File: config.mk
export PLATFORM = sky130hd
export DESIGN_NAME = nearest_neighbor_read_sched
export DESIGN_NICKNAME = d
export VERILOG_FILES = /design/src/rtl/up_sample_sched_pkg.sv /design/src/rtl/sched_dim_counter.sv /design/src/rtl/nearest_neighbor_read_sched.sv
export SDC_FILE = /design/constraint.sdc
export NUM_CORES = 1
export LEC_CHECK = 0
export CORE_MARGIN = 2
export CORE_UTILIZATION = 40
export CTS_CLUSTER_DIAMETER = 40
export DETAILED_ROUTE_END_ITERATION = 8
export HOLD_SLACK_MARGIN = 0.15
export SLEW_MARGIN = 20
export SYNTH_ARGS = -nofsm -noshare
export SYNTH_HDL_FRONTEND = slang
export SYNTH_HIERARCHICAL = 1
export SYNTH_SLANG_ARGS = --single-unit
File: constraint.sdc
create_clock -name clk -period 6.3 [get_ports clk]
set_clock_uncertainty 0.15 [all_clocks]
set_input_delay 1.26 -clock clk [delete_from_list [all_inputs] [get_ports clk]]
set_output_delay 1.26 -clock clk [all_outputs]
set_load 0.02 [all_outputs]
File: src/rtl/up_sample_sched_pkg.sv
// Shared widths and state encoding for the up_sample iteration-domain schedulers.
package up_sample_sched_pkg;

  localparam int CTRL_W   = 16;
  localparam int NUM_DIMS = 3;

  typedef logic [CTRL_W-1:0] ctrl_t;

  typedef enum logic [1:0] {
    IDLE,
    DELAY,
    RUN,
    DONE
  } sched_state_t;

endpackage

File: src/rtl/sched_dim_counter.sv
// One loop dimension: wrap-around counter over 0..extent-1, wrap flags the carry out.
module sched_dim_counter
  import up_sample_sched_pkg::*;
(
  input  logic  clk,
  input  logic  rst_n,
  input  logic  clr,
  input  logic  inc,
  input  ctrl_t extent,
  output ctrl_t value,
  output logic  wrap
);

  // An extent of 1 makes every increment a wrap, so the dimension holds at 0.
  assign wrap = inc && (value == extent - ctrl_t'(1));

  // NOTE: sequential state uses non-blocking assignments so every flop samples
  // pre-edge values regardless of process evaluation order.
  always_ff @(posedge clk or negedge rst_n) begin
    if (!rst_n) begin
      value <= '0;
    end else if (clr || wrap) begin
      value <= '0;
    end else if (inc) begin
      value <= value + ctrl_t'(1);
    end
  end

endmodule

File: src/rtl/nearest_neighbor_read_sched.sv
// Nearest-neighbour read scheduler: walks the EXTENT_0 x EXTENT_1 x EXTENT_2 domain
// row-major, one iteration every II cycles. Optional stall port: NN_READ_SCHED_STALL_EN.
module nearest_neighbor_read_sched
  import up_sample_sched_pkg::*;
#(
  parameter int unsigned EXTENT_0    = 1,
  parameter int unsigned EXTENT_1    = 128,
  parameter int unsigned EXTENT_2    = 128,
  parameter int unsigned START_DELAY = 0,
  parameter int unsigned II          = 1
) (
  input  logic                             clk,
  input  logic                             rst_n,
  input  logic                             flush,
  input  logic                             start,
`ifdef NN_READ_SCHED_STALL_EN
  input  logic                             stall,
`endif
  output logic                             op_hcompute_nearest_neighbor_stencil_read_ren,
  output logic [NUM_DIMS-1:0][CTRL_W-1:0]  op_hcompute_nearest_neighbor_stencil_read_ctrl_vars,
  output logic                             busy,
  output logic                             done
);

  localparam ctrl_t DELAY_LOAD = (START_DELAY > 0) ? ctrl_t'(START_DELAY - 1) : '0;
  localparam ctrl_t II_LAST    = ctrl_t'(II - 1);
  localparam logic [NUM_DIMS-1:0][CTRL_W-1:0] EXTENT =
    {ctrl_t'(EXTENT_2), ctrl_t'(EXTENT_1), ctrl_t'(EXTENT_0)};

  sched_state_t        state, state_next;
  ctrl_t               delay_cnt, delay_next;
  ctrl_t               ii_cnt, ii_next;
  logic                ren_q;
  logic                stall_eff;
  logic                fire;
  logic [NUM_DIMS-1:0] inc;
  logic [NUM_DIMS-1:0] wrap;

`ifdef NN_READ_SCHED_STALL_EN
  assign stall_eff = stall;
`else
  assign stall_eff = 1'b0;
`endif

  // ren_q is only ever set in RUN, so stall needs no state qualification here.
  assign fire = ren_q & ~stall_eff;
  assign op_hcompute_nearest_neighbor_stencil_read_ren = fire;

  // Innermost dimension counts iterations; each outer one counts inner wraps.
  assign inc[NUM_DIMS-1] = fire;
  for (genvar k = 0; k < NUM_DIMS - 1; k++) begin : g_carry
    assign inc[k] = wrap[k+1];
  end

  for (genvar k = 0; k < NUM_DIMS; k++) begin : g_dim
    sched_dim_counter u_dim (
      .clk    (clk),
      .rst_n  (rst_n),
      .clr    (flush),
      .inc    (inc[k]),
      .extent (EXTENT[k]),
      .value  (op_hcompute_nearest_neighbor_stencil_read_ctrl_vars[k]),
      .wrap   (wrap[k])
    );
  end

  // NOTE: every signal assigned in this block gets a default first, so no path
  // leaves it unassigned and no latch is inferred.
  always_comb begin
    state_next = state;
    delay_next = delay_cnt;
    ii_next    = ii_cnt;
    unique case (state)
      IDLE: begin
        if (start) begin
          state_next = (START_DELAY == 0) ? RUN : DELAY;
          delay_next = DELAY_LOAD;
          ii_next    = '0;
        end
      end
      DELAY: begin
        if (delay_cnt == '0) begin
          state_next = RUN;
        end else begin
          delay_next = delay_cnt - ctrl_t'(1);
        end
      end
      RUN: begin
        if (!stall_eff) begin
          ii_next = (ii_cnt == II_LAST) ? '0 : ii_cnt + ctrl_t'(1);
          // Outermost wrap means the final iteration was just issued.
          if (wrap[0]) begin
            state_next = DONE;
            ii_next    = '0;
          end
        end
      end
      DONE: begin
        state_next = IDLE;
      end
      default: begin
        state_next = IDLE;
      end
    endcase
    if (flush) begin
      state_next = IDLE;
      delay_next = '0;
      ii_next    = '0;
    end
  end

  always_ff @(posedge clk or negedge rst_n) begin
    if (!rst_n) begin
      state     <= IDLE;
      delay_cnt <= '0;
      ii_cnt    <= '0;
      ren_q     <= 1'b0;
      busy      <= 1'b0;
      done      <= 1'b0;
    end else begin
      state     <= state_next;
      delay_cnt <= delay_next;
      ii_cnt    <= ii_next;
      ren_q     <= (state_next == RUN) && (ii_next == '0);
      busy      <= (state_next == DELAY) || (state_next == RUN);
      done      <= (state_next == DONE);
    end
  end

endmodule
==> flow_metrics.py <==
metrics = {
    "placed_design": {
        "gp_congestion": 0.850,
        "numPortBuffers": 54,
        "preCtsSetupSlack_ns": 0.917,
        "hpwl_um": 11000,
        "dpl.cell_count": 1151,
        "placed_cell_area_um2": 7840,
    },
    "timing": {
        "min_period_ns": 5.43,
        "setup_ws_ns": 0.875,
        "setup_viol": 0,
        "timing.fmax_mhz": 184,
        "setup_tns_ns": 0,
        "max-slew-margin-rel_pct": 45.8,
        "fin_crit_sh_pct": 86.1,
        "slew_viol_final": 0,
        "rsz0062_at_grt": "false",
        "hold_viol_final": 0,
        "worstMarginPinSlew_ns": 0.812,
        "hold_ws_ns": 0.402,
    },
    "layout": {
        "final_util_pct": 51.2,
        "finish.instance_area_um2": 8170,
        "seq_area_um2": 2130,
        "syn2layout_area_growth_pct": 24.9,
        "finalNetCount": 961,
        "final_common_cell": "conb_1",
        "diodes": 0,
        "fillers": 1552,
        "fin_cells": 1167,
        "final_cell_mix": "conb_1, dfrtp_1, xnor2_1",
        "drive_gt1_share_pct": 7.89,
        "multi_input_area_um2": 4760,
    },
    "yosys": {
        "yosysWarningCount": 6,
        "syn_avg_cell_area_um2": 9.00,
        "synth.distinct_cells": 77,
        "ys_seq_elements": 85,
        "synthArstFlopShare_pct": 100,
        "synth_top_flop_cell": "dfrtp_1",
        "ys_seq_area_share_pct": 32.5,
        "synth_cells": 726,
        "syn_area_um2": 6540,
        "synth_edf_count": 0,
    },
    "die": {
        "die_h_um": 132,
        "die_area_um2": 17400,
        "die_width_um": 132,
        "start_util_pct": 41.0,
        "design.core.area_um2": 15900,
        "rows": 46,
        "num_io_pins": 55,
    },
    "outcome": {
        "status": "finished clean",
    },
    "clock_tree": {
        "cts-root-buf": "clkbuf_16",
        "post_cts_buffers": 0,
        "cts_tree": "done",
        "cts_buffers": 9,
        "worstSkewPairLatency_ns": 0.35,
        "ctsResizeCount": 0,
        "htree_levels": 3,
        "clockBufferDepth": 2,
        "cts_num_sinks": 85,
        "cts.reportedPaths.clkPinSlew_ns": 0.07,
        "cts_hold_buf": 0,
    },
    "drt": {
        "drtPass1Iterations": 4,
        "final_antenna_net_count": 0,
        "drtIter0Drc": 271,
        "routed_wl_um": 15000,
        "remaining_drc_errors": 0,
        "via_per_inst": 4.79,
        "vias": 5588,
        "wl_per_cell_um": 12.8,
    },
    "setup_path": {
        "path_class": "flip-flop to flip-flop",
        "cp_max_fo": 15,
        "worstPathRequired_ns": 6.41,
        "crit_path_end_kind": "flip-flop",
        "cp_num_cells": 18,
        "r2r_cells": 18,
        "regToRegStartpoint": "g_dim[2].u_dim/value[2]",
        "cp_num_buf_inv": 0,
        "crit_chain": "xnor2_1 > xnor2_1 > nor4_1 > o211a_1 > o2111a_1 > nand3_1 > or3_2 > nor4_1 > and4_1 > nand3_1 > or3_2 > nor4_1 > and4_1 > or4b_1 > nor2_2 > a221o_1 > or4_1 > nor4_2",
        "crit_slowest_cell": "or4_1",
        "critical_path.top_delay_family": "simple AND/OR/NAND/NOR gates",
        "rrSetupSlack_ns": 0.87,
        "crit_arrival_ns": 5.54,
        "r2r-end": "op_hcompute_nearest_neighbor_stencil_read_ren",
        "cp_slowest_stage_delay_ns": 0.49,
        "cp_common_cell": "nor4_1",
        "start_kind": "flip-flop",
    },
    "grt": {
        "grt_max_degree": 45,
        "overflow": 0,
        "grt_pass1_wl_um": 25500,
        "antenna_found_initial": 0,
        "grt_pass1_vias": 5148,
        "grt_use_total_pct": 17.8,
    },
    "power_and_ir_drop": {
        "power_mw": 1.31,
        "powerDensity_nw_per_um2": 160,
        "peakVddDrop_mv": 0.123,
        "p_leak_nw": 3.46,
    },
    "min_path": {
        "holdPathStages": 2,
        "hp-class": "flip-flop to flip-flop",
        "min_to": "delay_cnt[14]",
        "hp-start": "delay_cnt[14]",
    },
    "flow_run": {
        "drv_cap": 0,
    },
}
==> synth_stat cells, types with 18 or more instances <==
| cell | number | area (µm²) |
|---|---|---|
| nand3_1 | 33 | 165 |
| xnor2_1 | 67 | 587 |
| inv_1 | 29 | 109 |
| xor2_1 | 48 | 420 |
| nor4_1 | 30 | 188 |
| clkbuf_1 | 18 | 67.6 |
| nand2_1 | 38 | 143 |
| nand4_1 | 22 | 138 |
| nor3_1 | 52 | 260 |
| o21ai_0 | 21 | 105 |
| dfrtp_1 | 85 | 2130 |
| nor2_1 | 38 | 143 |
| a21oi_1 | 19 | 95.1 |
==> worst max-delay path by stage <==
stage | startpoint | to
floorplan | g_dim[2].u_dim/value[2] | op_hcompute_nearest_neighbor_stencil_read_ren
global placement | g_dim[2].u_dim/value[2] | op_hcompute_nearest_neighbor_stencil_read_ren
detailed placement | g_dim[2].u_dim/value[2] | op_hcompute_nearest_neighbor_stencil_read_ren
CTS | g_dim[2].u_dim/value[2] | op_hcompute_nearest_neighbor_stencil_read_ren
global route | g_dim[2].u_dim/value[2] | op_hcompute_nearest_neighbor_stencil_read_ren
finish | g_dim[2].u_dim/value[2] | op_hcompute_nearest_neighbor_stencil_read_ren
==> sequential cells by signal, summed over array words and instances (netlist names) <==
name / cells
state: 2
g_dim.u_dim/value: 48
done: 1
busy: 1
ii_cnt: 16
delay_cnt: 16
op_hcompute_nearest_neighbor_stencil_read_ren: 1
==> power by group <==
part           switching (mW)  internal (mW)
registers              0.0110          0.553
clock network           0.231          0.357
logic                  0.0944         0.0600
total                   0.336          0.971
==> layer usage <==
metal,GRT usage [%],vias up,part of all wire [%]
met5,0,-,0
met4,6.64,0,2.0
met3,2.42,19,2.7
met2,30.0,80,47
met1,23.3,2581,48
li1,-,2908,-
==> area by class of cell <==
class | instances | area share [%]
clock buffer | 10 | 2.93
tap | 216 | 3.31
inverter | 30 | 1.38
clock inverter | 6 | 1.06
multi-input combinational | 761 | 58.3
timing repair buffer | 59 | 6.99
sequential | 85 | 26.0
==> worst reg2reg max path: stages, from the launching register on <==
cell and delay (ns):
dfrtp_1 0.48, xnor2_1 0.13, xnor2_1 0.13, nor4_1 0.28, o211a_1 0.19, o2111a_1 0.24, nand3_1 0.07, or3_2 0.40
nor4_1 0.23, and4_1 0.28, nand3_1 0.07, or3_2 0.40, nor4_1 0.27, and4_1 0.27, or4b_1 0.47, nor2_2 0.19
a221o_1 0.37, or4_1 0.49, nor4_2 0.22
==> cell families after synthesis <==
kind of cell	after synthesis	share of synthesized area, %
AO/OA/AOI/OAI	106	11.7
other	2	0.115
XOR/XNOR	116	15.8
adder cells (fa/ha/maj)	11	2.11
flip-flops	85	32.5
AND/OR/NAND/NOR	331	31.3
buffers and inverters	69	5.48
multiplexers	6	1.07
Power figures use the tool's default switching activity.
